--- src/rtl/slice_step_controller.sv ---
// slice_step_controller: sequences one step unit over all z-slices via a read/compute/write-back pipeline
// Ports: clk, rst (async, active-high); start (level step request); done (1-cycle completion pulse);
//   busy (READ/FLUSH); mem_rd_en/mem_rd_addr (RAM read, data valid next cycle); ld_reg (datapath load);
//   mem_wr_en/mem_wr_addr (RAM write-back); stall (pipeline freeze, only when SLICE_STALL_EN is defined).
module slice_step_controller #(
  parameter int NUM_SLICES = 64,
  parameter int ADDR_W = 6
) (
  input  logic              clk,
  input  logic              rst,
  input  logic              start,
`ifdef SLICE_STALL_EN
  input  logic              stall,
`endif
  output logic              done,
  output logic              busy,
  output logic              mem_rd_en,
  output logic [ADDR_W-1:0] mem_rd_addr,
  output logic              ld_reg,
  output logic              mem_wr_en,
  output logic [ADDR_W-1:0] mem_wr_addr
);
  typedef enum logic [2:0] {IDLE, ARM, READ, FLUSH, FIN} state_t;
  localparam logic [ADDR_W-1:0] last_addr = ADDR_W'(NUM_SLICES - 1);
  state_t state;
  logic [ADDR_W-1:0] rd_cnt, a1, a2;
  logic v1, v2, fl, hold;
  assign busy = state == READ || state == FLUSH;
`ifdef SLICE_STALL_EN
  assign hold = stall && busy;
`else
  assign hold = 1'b0;
`endif
  assign done = state == FIN;
  assign mem_rd_en = state == READ && !hold;
  assign mem_rd_addr = rd_cnt;
  assign ld_reg = v1 && !hold;
  assign mem_wr_en = v2 && !hold;
  assign mem_wr_addr = a2;
  // fl marks the second FLUSH cycle: it is set only when the previous cycle was already FLUSH
  always_ff @(posedge clk or posedge rst)
    if (rst) begin
      state <= IDLE;
      rd_cnt <= '0;
      v1 <= 1'b0;
      v2 <= 1'b0;
      a1 <= '0;
      a2 <= '0;
      fl <= 1'b0;
    end else if (!hold) begin
      v1 <= state == READ;
      a1 <= rd_cnt;
      v2 <= v1;
      a2 <= a1;
      fl <= state == FLUSH;
      case (state)
        IDLE: state <= start ? ARM : IDLE;
        ARM: state <= start ? ARM : READ;
        READ: begin
          rd_cnt <= rd_cnt == last_addr ? '0 : rd_cnt + ADDR_W'(1);
          state <= rd_cnt == last_addr ? FLUSH : READ;
        end
        FLUSH: state <= fl ? FIN : FLUSH;
        default: state <= IDLE;
      endcase
    end
endmodule

--- config.mk ---
export PLATFORM = sky130hd
export DESIGN_NAME = slice_step_controller
export DESIGN_NICKNAME = d
export VERILOG_FILES = /design/src/rtl/slice_step_controller.sv
export SDC_FILE = /design/constraint.sdc
export NUM_CORES = 1
export LEC_CHECK = 0
export ABC_CLOCK_PERIOD_IN_PS = 1900
export BUFFER_PORTS_ARGS = -buffer_cell sky130_fd_sc_hd__buf_2
export CAP_MARGIN = 10
export CORE_MARGIN = 2
export CORE_UTILIZATION = 30
export DETAILED_ROUTE_END_ITERATION = 8
export PLACE_DENSITY = 0.54
export SETUP_SLACK_MARGIN = 0.1
export SLEW_MARGIN = 20
export SYNTH_ARGS = -nofsm -noshare
export SYNTH_HDL_FRONTEND = slang
export SYNTH_SLANG_ARGS = --single-unit
export TNS_END_PERCENT = 1
--- constraint.sdc ---
create_clock -name clk -period 1.9 [get_ports clk]
set_clock_uncertainty 0.05 [all_clocks]
set_input_delay 0.57 -clock clk [delete_from_list [all_inputs] [get_ports clk]]
set_output_delay 0.57 -clock clk [all_outputs]
set_load 0.005 [all_outputs]
==> flow_metrics.tcl, run 1 <==
set metrics [dict create \
    syn_area_sq_um 817 \
    fin_crit_sh_pct 101 \
    antenna_found_initial 0 \
    synth_cell_type_count 25 \
    drive_above_1_share_pct 37.8 \
    ios 20 \
    hold_buffers 0 \
    yosysTopAreaCellShare_pct 73.5 \
    grt_max_degree 16 \
    yosys_warnings 0 \
    ys_ff_latch 24 \
    fin_ws_ps -18.0 \
    die-area_sq_um 3160 \
    routed_wire_length_per_instance_microns 11.6 \
    syn_nets 65 \
    multi_input_area_sq_um 216 \
    synthToLayoutAreaGrowth_pct 32.6 \
    viasPerCell 4.63 \
    fp.dieH_microns 56.2 \
    seq_area_frac_synth_pct 73.5 \
    drtIter0Drc 7 \
    firstDrtPassIters 2 \
    post-place-ws_ps 240 \
    slowest_stage "dfrtp_1" \
    regArea_sq_um 601 \
    holdCritPathClass "in -> async" \
    peakVddDrop_v 0.000687 \
    grt.total_usage_pct 9.43 \
    min_period_ps 1920 \
    drcViolationCount 0 \
    finalHoldViolations 0 \
    worstPathArrival_ps 1300 \
    clkSinkCount 24 \
    critPathKind "reg -> out" \
    crit_fanout 3 \
    crit_chain "or3b_4 -> inv_4 -> buf_6" \
    fin_nets 95 \
    netlist_top_cells_area "dfrtp_1, nand2_1, xnor2_1" \
    synth.avg_cell_area_sq_um 13.4 \
    grt_pass1_vias 520 \
    reg2reg_slack_ps 400 \
    dieWidth_microns 56.2 \
    status "finished, violations left" \
    dp_hpwl_microns 977 \
    finalSetupViolCount 1 \
    fill_cells 249 \
    n_antenna_cell 0 \
    htreeDepth 1 \
    insertion_delay_ps 310 \
    clockBufferDepth 2 \
    p_per_area_nw_per_um2 1630 \
    cp-end-kind "primary output" \
    final.setup.tns_ps -18.0 \
    required_ps 1280 \
    via_count 556 \
    drv_cap 0 \
    leakage_uw 0.000537 \
    start_util_pct 32.4 \
    max_clock_freq_ghz 0.521 \
    grt_pass1_wl_mm 2.28 \
    grt_remaining_overflow 0 \
    cts_tree "built" \
    ant_nets 0 \
    numCtsBuffers 3 \
    row_count 18 \
    portBuffers 19 \
    totalWireLength_mm 1.40 \
    critPathMaxStageDelay_ps 430 \
    gp_congestion 0.707 \
    slew_violations 0 \
    crit_path_start_kind "register" \
    failed_checks "setup timing" \
    yosys.area.top_type "dfrtp_1" \
    core-area_sq_um 2520 \
    syn_inst 61 \
    cts.clk_slew.worst_paths_ps 130 \
    slew_headroom_pct 71.3 \
    worstMarginPinSlew_ps 430 \
    ctsRootBufferMaster "clkbuf_4" \
    rsz0062_at_grt "true" \
]
==> placed cells by master (no fill, tap or decap), drive strengths merged, types with 2 or more instances in the layout <==
| master | count |
|---|---|
| nand2 | 9 |
| inv | 2 |
| dfrtp | 24 |
| nand3 | 3 |
| o21ai | 2 |
| xnor2 | 2 |
| clkbuf | 3 |
| nor2 | 2 |
| buf | 26 |
==> cell usage after synthesis (all sizes together) <==
| master | instances |
|---|---|
| or3b | 1 |
| o21ai | 2 |
| buf | 1 |
| xnor2 | 2 |
| dfrtp | 24 |
| ha | 1 |
| nand2 | 9 |
| nor2 | 2 |
| inv | 2 |
| nor2b | 1 |
| and2 | 1 |
| and3 | 1 |
| o31ai | 1 |
| o311a | 1 |
| or3 | 1 |
| o211ai | 1 |
| nand2b | 1 |
| nand4 | 1 |
| nand3 | 3 |
| nor3 | 1 |
| a21oi | 1 |
| o41ai | 1 |
| a22oi | 1 |
| nor3b | 1 |
==> path summary, 6_finish.rpt <==
| path | cells past startpoint | start | endpoint |
|---|---|---|---|
| worst max-delay path | 3 | state[2] | mem_rd_en |
| worst min-delay path | 2 | rst | mem_wr_addr[0] |
| worst max register to register | 4 | state[2] | mem_rd_addr[3] |
| worst min register to register | 0 | a1[5] | mem_wr_addr[5] |
| max in group asynchronous | 3 | rst | fl |
| min in group clk | 0 | a1[5] | mem_wr_addr[5] |
==> cells by family (layout without fill, tap and decap cells) <==
kind of cell / after synthesis / count (layout) / share of synthesized area [%]
DFF: 24 / 24 / 73.5
xor gates and xnor gates: 2 / 2 / 2.14
adders and majority gates: 1 / 1 / 1.53
and+or+nand+nor: 23 / 23 / 14.4
AOI/OAI and AO/OA: 8 / 8 / 6.89
buffers and inverters: 3 / 32 / 1.53
==> timing repair <==
item | 4_1_cts | 5_1_grt
buffers inserted | 1 | 3
resized for setup | 1 | 4
endpoints found under the setup margin | 2 | 2
pin swaps | 0 | 1
==> cell type report <==
cell class              count  share of cell area [%]
well taps                  30                    3.46
flip-flops and latches     24                    55.4
clock inverters             1                    2.77
multi-input cells          34                    20.0
repair buffers             26                    15.4
inverters                   2                   0.924
clock buffers               3                    2.08
==> routing by layer <==
metal	GRT usage [%]	up-vias	part of all wire (%)
li1	-	267	-
met4	4.08	0	0
met5	0	-	0
met3	4.42	0	5.8
met2	14.6	16	49
met1	11.1	273	45
==> critical path, delay by kind of cell (launching register included) <==
kind | cells | cell delay [ps]
buffers and inverters | 2 | 160
and+or+nand+nor | 1 | 400
DFF | 1 | 430
==> stage by stage <==
step | hold slack [ps] | area, sq um | total power, uW | instances | util (%)
after global placement | 283 | 980 | 1320 | 112 | 38.8
final | 174 | 1080 | 1770 | 120 | 43.0
after floorplan | 281 | 817 | 1100 | 61 | -
after detailed placement | 285 | 980 | 1330 | 112 | 38.8
after global routing | 171 | 1080 | 1900 | 120 | 43.0
after CTS | 168 | 1040 | 1730 | 117 | 41.3
==> power by group <==
group	switching, uW	internal [uW]	leakage [uW]
registers	123	706	0.000293
clock network	152	213	0.0000279
logic	263	311	0.000216
Note: power is estimated with default switching activity, not from simulation.
==> inputs of run 2 (changes only) <==
- CELL_PAD_IN_SITES_DETAIL_PLACEMENT: default -> 0
- CELL_PAD_IN_SITES_GLOBAL_PLACEMENT: default -> 1
- PLACE_DENSITY: 0.54 -> 0.63
==> flow_metrics.tcl, run 2 (synthesis gave the netlist of run 1 again) <==
set metrics [dict create \
    leakage_uw 0.000533 \
    crit_fanout 2 \
    reg2reg_slack_ps 420 \
    clkSinkCount 24 \
    report.power.total_uw 1760 \
    portBuffers 19 \
    critPathMaxStageDelay_ps 400 \
    peakVddDrop_v 0.000922 \
    p_per_area_nw_per_um2 1650 \
    drcViolationCount 0 \
    worstMarginPinSlew_ps 289 \
    ant_nets 0 \
    final_cell_mix "dfrtp_1, buf_2, nand2_1, buf_4" \
    fin_ws_ps -17.4 \
    cp-end-kind "primary output" \
    failed_checks "setup timing" \
    ctsRootBufferMaster "clkbuf_4" \
    fin_crit_sh_pct 101 \
    synthToLayoutAreaGrowth_pct 30.9 \
    final.setup.tns_ps -17.4 \
    rsz0062_at_grt "true" \
    routed_wire_length_per_instance_microns 11.2 \
    finalHoldViolations 0 \
    max_clock_freq_ghz 0.522 \
    die-area_sq_um 3160 \
    mostFrequentLayoutCell "dfrtp_1" \
    core-area_sq_um 2520 \
    insertion_delay_ps 310 \
    cts.clk_slew.worst_paths_ps 130 \
    via_count 554 \
    gp_congestion 0.709 \
    holdWs_ps 219 \
    grt_pass1_wl_mm 2.44 \
    dp_hpwl_microns 915 \
    cts_tree "built" \
    ios 20 \
    start_util_pct 32.4 \
    required_ps 1280 \
    worstPathArrival_ps 1300 \
    crit_path_start_kind "register" \
    drtIter0Drc 14 \
    totalWireLength_mm 1.35 \
    drive_above_1_share_pct 37.8 \
    grt_pass1_vias 557 \
    grt_remaining_overflow 0 \
    holdCritPathClass "in -> async" \
    numCtsBuffers 3 \
    viasPerCell 4.62 \
    rr_worst_depth 4 \
    fin_nets 95 \
    firstDrtPassIters 4 \
    critPathKind "reg -> out" \
    clockBufferDepth 2 \
    utilization_pct 42.4 \
    min_period_ps 1920 \
    final_cells 120 \
    endpoint "mem_rd_en" \
    crit_chain "or3b_4 -> inv_2 -> buf_2" \
    n_antenna_cell 0 \
    status "finished, violations left" \
    reg2reg_from "state[2]" \
    slew_violations 0 \
    fp.dieH_microns 56.2 \
    antenna_found_initial 0 \
    post-place-cells 112 \
    grt.total_usage_pct 10.0 \
    slew_headroom_pct 80.7 \
    htreeDepth 1 \
    finalSetupViolCount 1 \
    row_count 18 \
    timing.rr.end "mem_rd_addr[3]" \
    worstSetupStartpoint "state[2]" \
    grt_max_degree 25 \
    dieWidth_microns 56.2 \
    slowest_stage "dfrtp_1" \
    drv_cap 0 \
]
[run 2: worst min path at each step]
stage | from | end | slack [ps] | depth (start not counted)
finish | rst | mem_rd_addr[5] | 220 | 3
global route | rst | mem_wr_addr[1] | 230 | 3
CTS | rst | mem_rd_addr[5] | 220 | 3
detailed placement | a1[1] | mem_wr_addr[1] | 280 | 0
global placement | a1[0] | mem_wr_addr[0] | 280 | 0
floorplan | a1[0] | mem_wr_addr[0] | 280 | 0
[run 2: routing by layer]
layer	global-route usage (%)	up-vias	share of wire [%]
li1	-	266	-
met1	12.1	270	46
met2	16.0	18	45
met3	5.35	0	8.5
met4	2.04	0	0
met5	0	-	0
[run 2: repair_timing]
item / 4_1_cts / 5_1_grt
pin swaps: 2 / 0
setup endpoints to repair: 2 / 3
hold buffers: 0 / 0
resized for setup: 4 / 1
gates cloned: 0 / 0
setup buffers: 3 / 1
[run 2: where the power goes]
| group | switching (uW) | internal, uW |
|---|---|---|
| registers | 121 | 706 |
| logic | 262 | 315 |
| clock network | 146 | 213 |
| total | 529 | 1230 |
[run 2: area by class of cell]
cell class	instances	area [sq um]
timing repair buffer	26	155
clock buffer	3	22.5
clock inverter	1	30.0
multi-input combinational	34	216
inverter	2	7.51
sequential	24	601
tap	30	37.5
fill	242	1450
[run 2: per-stage QoR]
stage	cell area, sq um	setup WS (ps)
3_3_place_gp	967	267
2_1_floorplan	817	271
6_report	1070	-17.4
3_5_place_dp	967	243
4_1_cts	1060	-30.7
5_1_grt	1070	-79.0
[run 2: worst max-delay path: cells and delay by family, from the launching register on]
kind / cells / cell delay [ps]
flops: 1 / 400
simple gates: 1 / 400
buf+inv: 2 / 190
==> inputs of run 3 (changes only) <==
- ABC_CLOCK_PERIOD_IN_PS: 1900 -> default
- PLACE_DENSITY: 0.63 -> 0.66
- clock period: 1.9 -> 1.73 ns (I/O delays scaled with it)
==> flow_metrics.tcl, run 3 (synthesis gave the netlist of run 1 again) <==
set metrics [dict create \
    status "finished, violations left" \
    failed_checks "setup timing" \
    firstDrtPassIters 2 \
    crit_chain "or3b_4 -> inv_2 -> buf_2" \
    critPathMaxStageDelay_ps 410 \
    n_antenna_cell 0 \
    post-place-cells 114 \
    slowest_stage "dfrtp_1" \
    fin_nets 94 \
    rsz0062_at_grt "true" \
    synthToLayoutAreaGrowth_pct 27.6 \
    p_seq_share_pct 50.6 \
    grt.total_usage_pct 9.92 \
    crit_path_start_kind "register" \
    rr_worst_depth 4 \
    via_count 558 \
    p_per_area_nw_per_um2 1730 \
    cp_num_buf_inv 2 \
    ios 20 \
    finalSetupViolCount 1 \
    grt_remaining_overflow 0 \
    mostFrequentLayoutCell "dfrtp_1" \
    clockBufferDepth 2 \
    ctsRootBufferMaster "clkbuf_4" \
    worstMarginPinSlew_ps 282 \
    hold_buffers 0 \
    htreeDepth 1 \
    report.power.total_uw 1800 \
    pwr-share-comb_pct 33.8 \
    routed_wire_length_per_instance_microns 11.5 \
    dieWidth_microns 56.2 \
    peakVddDrop_v 0.000929 \
    critPathKind "reg -> out" \
    fp.dieH_microns 56.2 \
    clkSinkCount 24 \
    p_int_uw 1230 \
    reg2reg_slack_ps 260 \
    final_cells 119 \
    crit_family "flip-flops" \
    holdCritPathClass "in -> async" \
    insertion_delay_ps 310 \
    leakage_uw 0.000520 \
    clkPwrFrac_pct 15.5 \
    slew_violations 0 \
    timing.rr.end "mem_rd_addr[3]" \
    finalHoldViolations 0 \
    die-area_sq_um 3160 \
    dp_hpwl_microns 991 \
    drtIter0Drc 5 \
    sw_frac_of_total_pct 31.7 \
    portBuffers 19 \
    slew_headroom_pct 81.0 \
    reg2reg_from "state[2]" \
    drcViolationCount 0 \
    core-area_sq_um 2520 \
    drv_cap 0 \
    antenna_found_initial 0 \
    max_clock_freq_ghz 0.543 \
    totalWireLength_mm 1.37 \
    ant_nets 0 \
    start_util_pct 32.4 \
    viasPerCell 4.69 \
    cp-end-kind "primary output" \
    grt_max_degree 25 \
    worstPathArrival_ps 1270 \
    final.setup.tns_ps -113 \
    grt_pass1_vias 547 \
    cts.clk_slew.worst_paths_ps 120 \
    min_period_ps 1840 \
    p_sw_uw 570 \
    cts_tree "built" \
    numCtsBuffers 3 \
    fin_ws_ps -113 \
    crit_fanout 2 \
    gp_congestion 0.793 \
    required_ps 1160 \
    grt_pass1_wl_mm 2.42 \
    final_cell_mix "dfrtp_1, buf_2, nand2_1, buf_4" \
    row_count 18 \
    drive_above_1_share_pct 37.1 \
    fin_crit_sh_pct 107 \
]
## run 3: cell types whose count changed in the layout (fill, tap and decap cells not counted), sizes merged
cell / previous run / this run
clkbuf: 3 / 4
bufinv: 1 / 0
buf: 26 / 25
## run 3: worst max-delay path by stage
| stage | from | end | cells past startpoint |
|---|---|---|---|
| 2_1_floorplan | state[0] | mem_rd_en | 3 |
| 3_3_place_gp | state[0] | mem_rd_en | 3 |
| 3_5_place_dp | state[0] | mem_rd_en | 3 |
| 4_1_cts | state[0] | mem_rd_en | 3 |
| 5_1_grt | state[0] | mem_rd_en | 3 |
| 6_report | state[2] | mem_rd_en | 3 |
## run 3: power groups by stage
stage / Clock, uW / Combinational [uW] / Sequential [uW]
2_1_floorplan: 0 / 263 / 940
3_3_place_gp: 0 / 555 / 916
3_5_place_dp: 0 / 564 / 925
4_1_cts: 297 / 609 / 915
5_1_grt: 322 / 683 / 949
6_report: 279 / 609 / 912
## run 3: per-stage QoR
stage          area (sq um)  setup WS, ps  utilization [%]  hold WS, ps
3_5_place_dp            982           183             38.9          286
3_3_place_gp            982           179             38.9          283
6_report               1040          -113             41.3          179
2_1_floorplan           817           152                -          281
4_1_cts                1040          -132             41.2          183
5_1_grt                1040          -179             41.3          184
## run 3: metal layers
metal	track usage (%)	share of wire, %
met1	11.8	44
met5	0	0
met4	2.04	0.51
met3	4.88	6.1
met2	16.3	49
## run 3: repair_timing
| item | in CTS | in global routing |
|---|---|---|
| hold endpoints to repair | 0 | 0 |
| buffers inserted | 1 | 0 |
| gates resized for setup | 3 | 1 |
| setup endpoints to repair | 3 | 3 |
## run 3: layout make-up
class / count / area (sq um)
multi-input cells: 34 / 216
flip-flops and latches: 24 / 601
fillers: 255 / 1480
repair buffers: 25 / 144
inverters: 2 / 7.51
clock buffers: 4 / 36.3
well taps: 30 / 37.5
## run 3: worst min-delay path, cell delays in order
cell and delay (ps):
buf_2 100, inv_1 40, buf_4 280
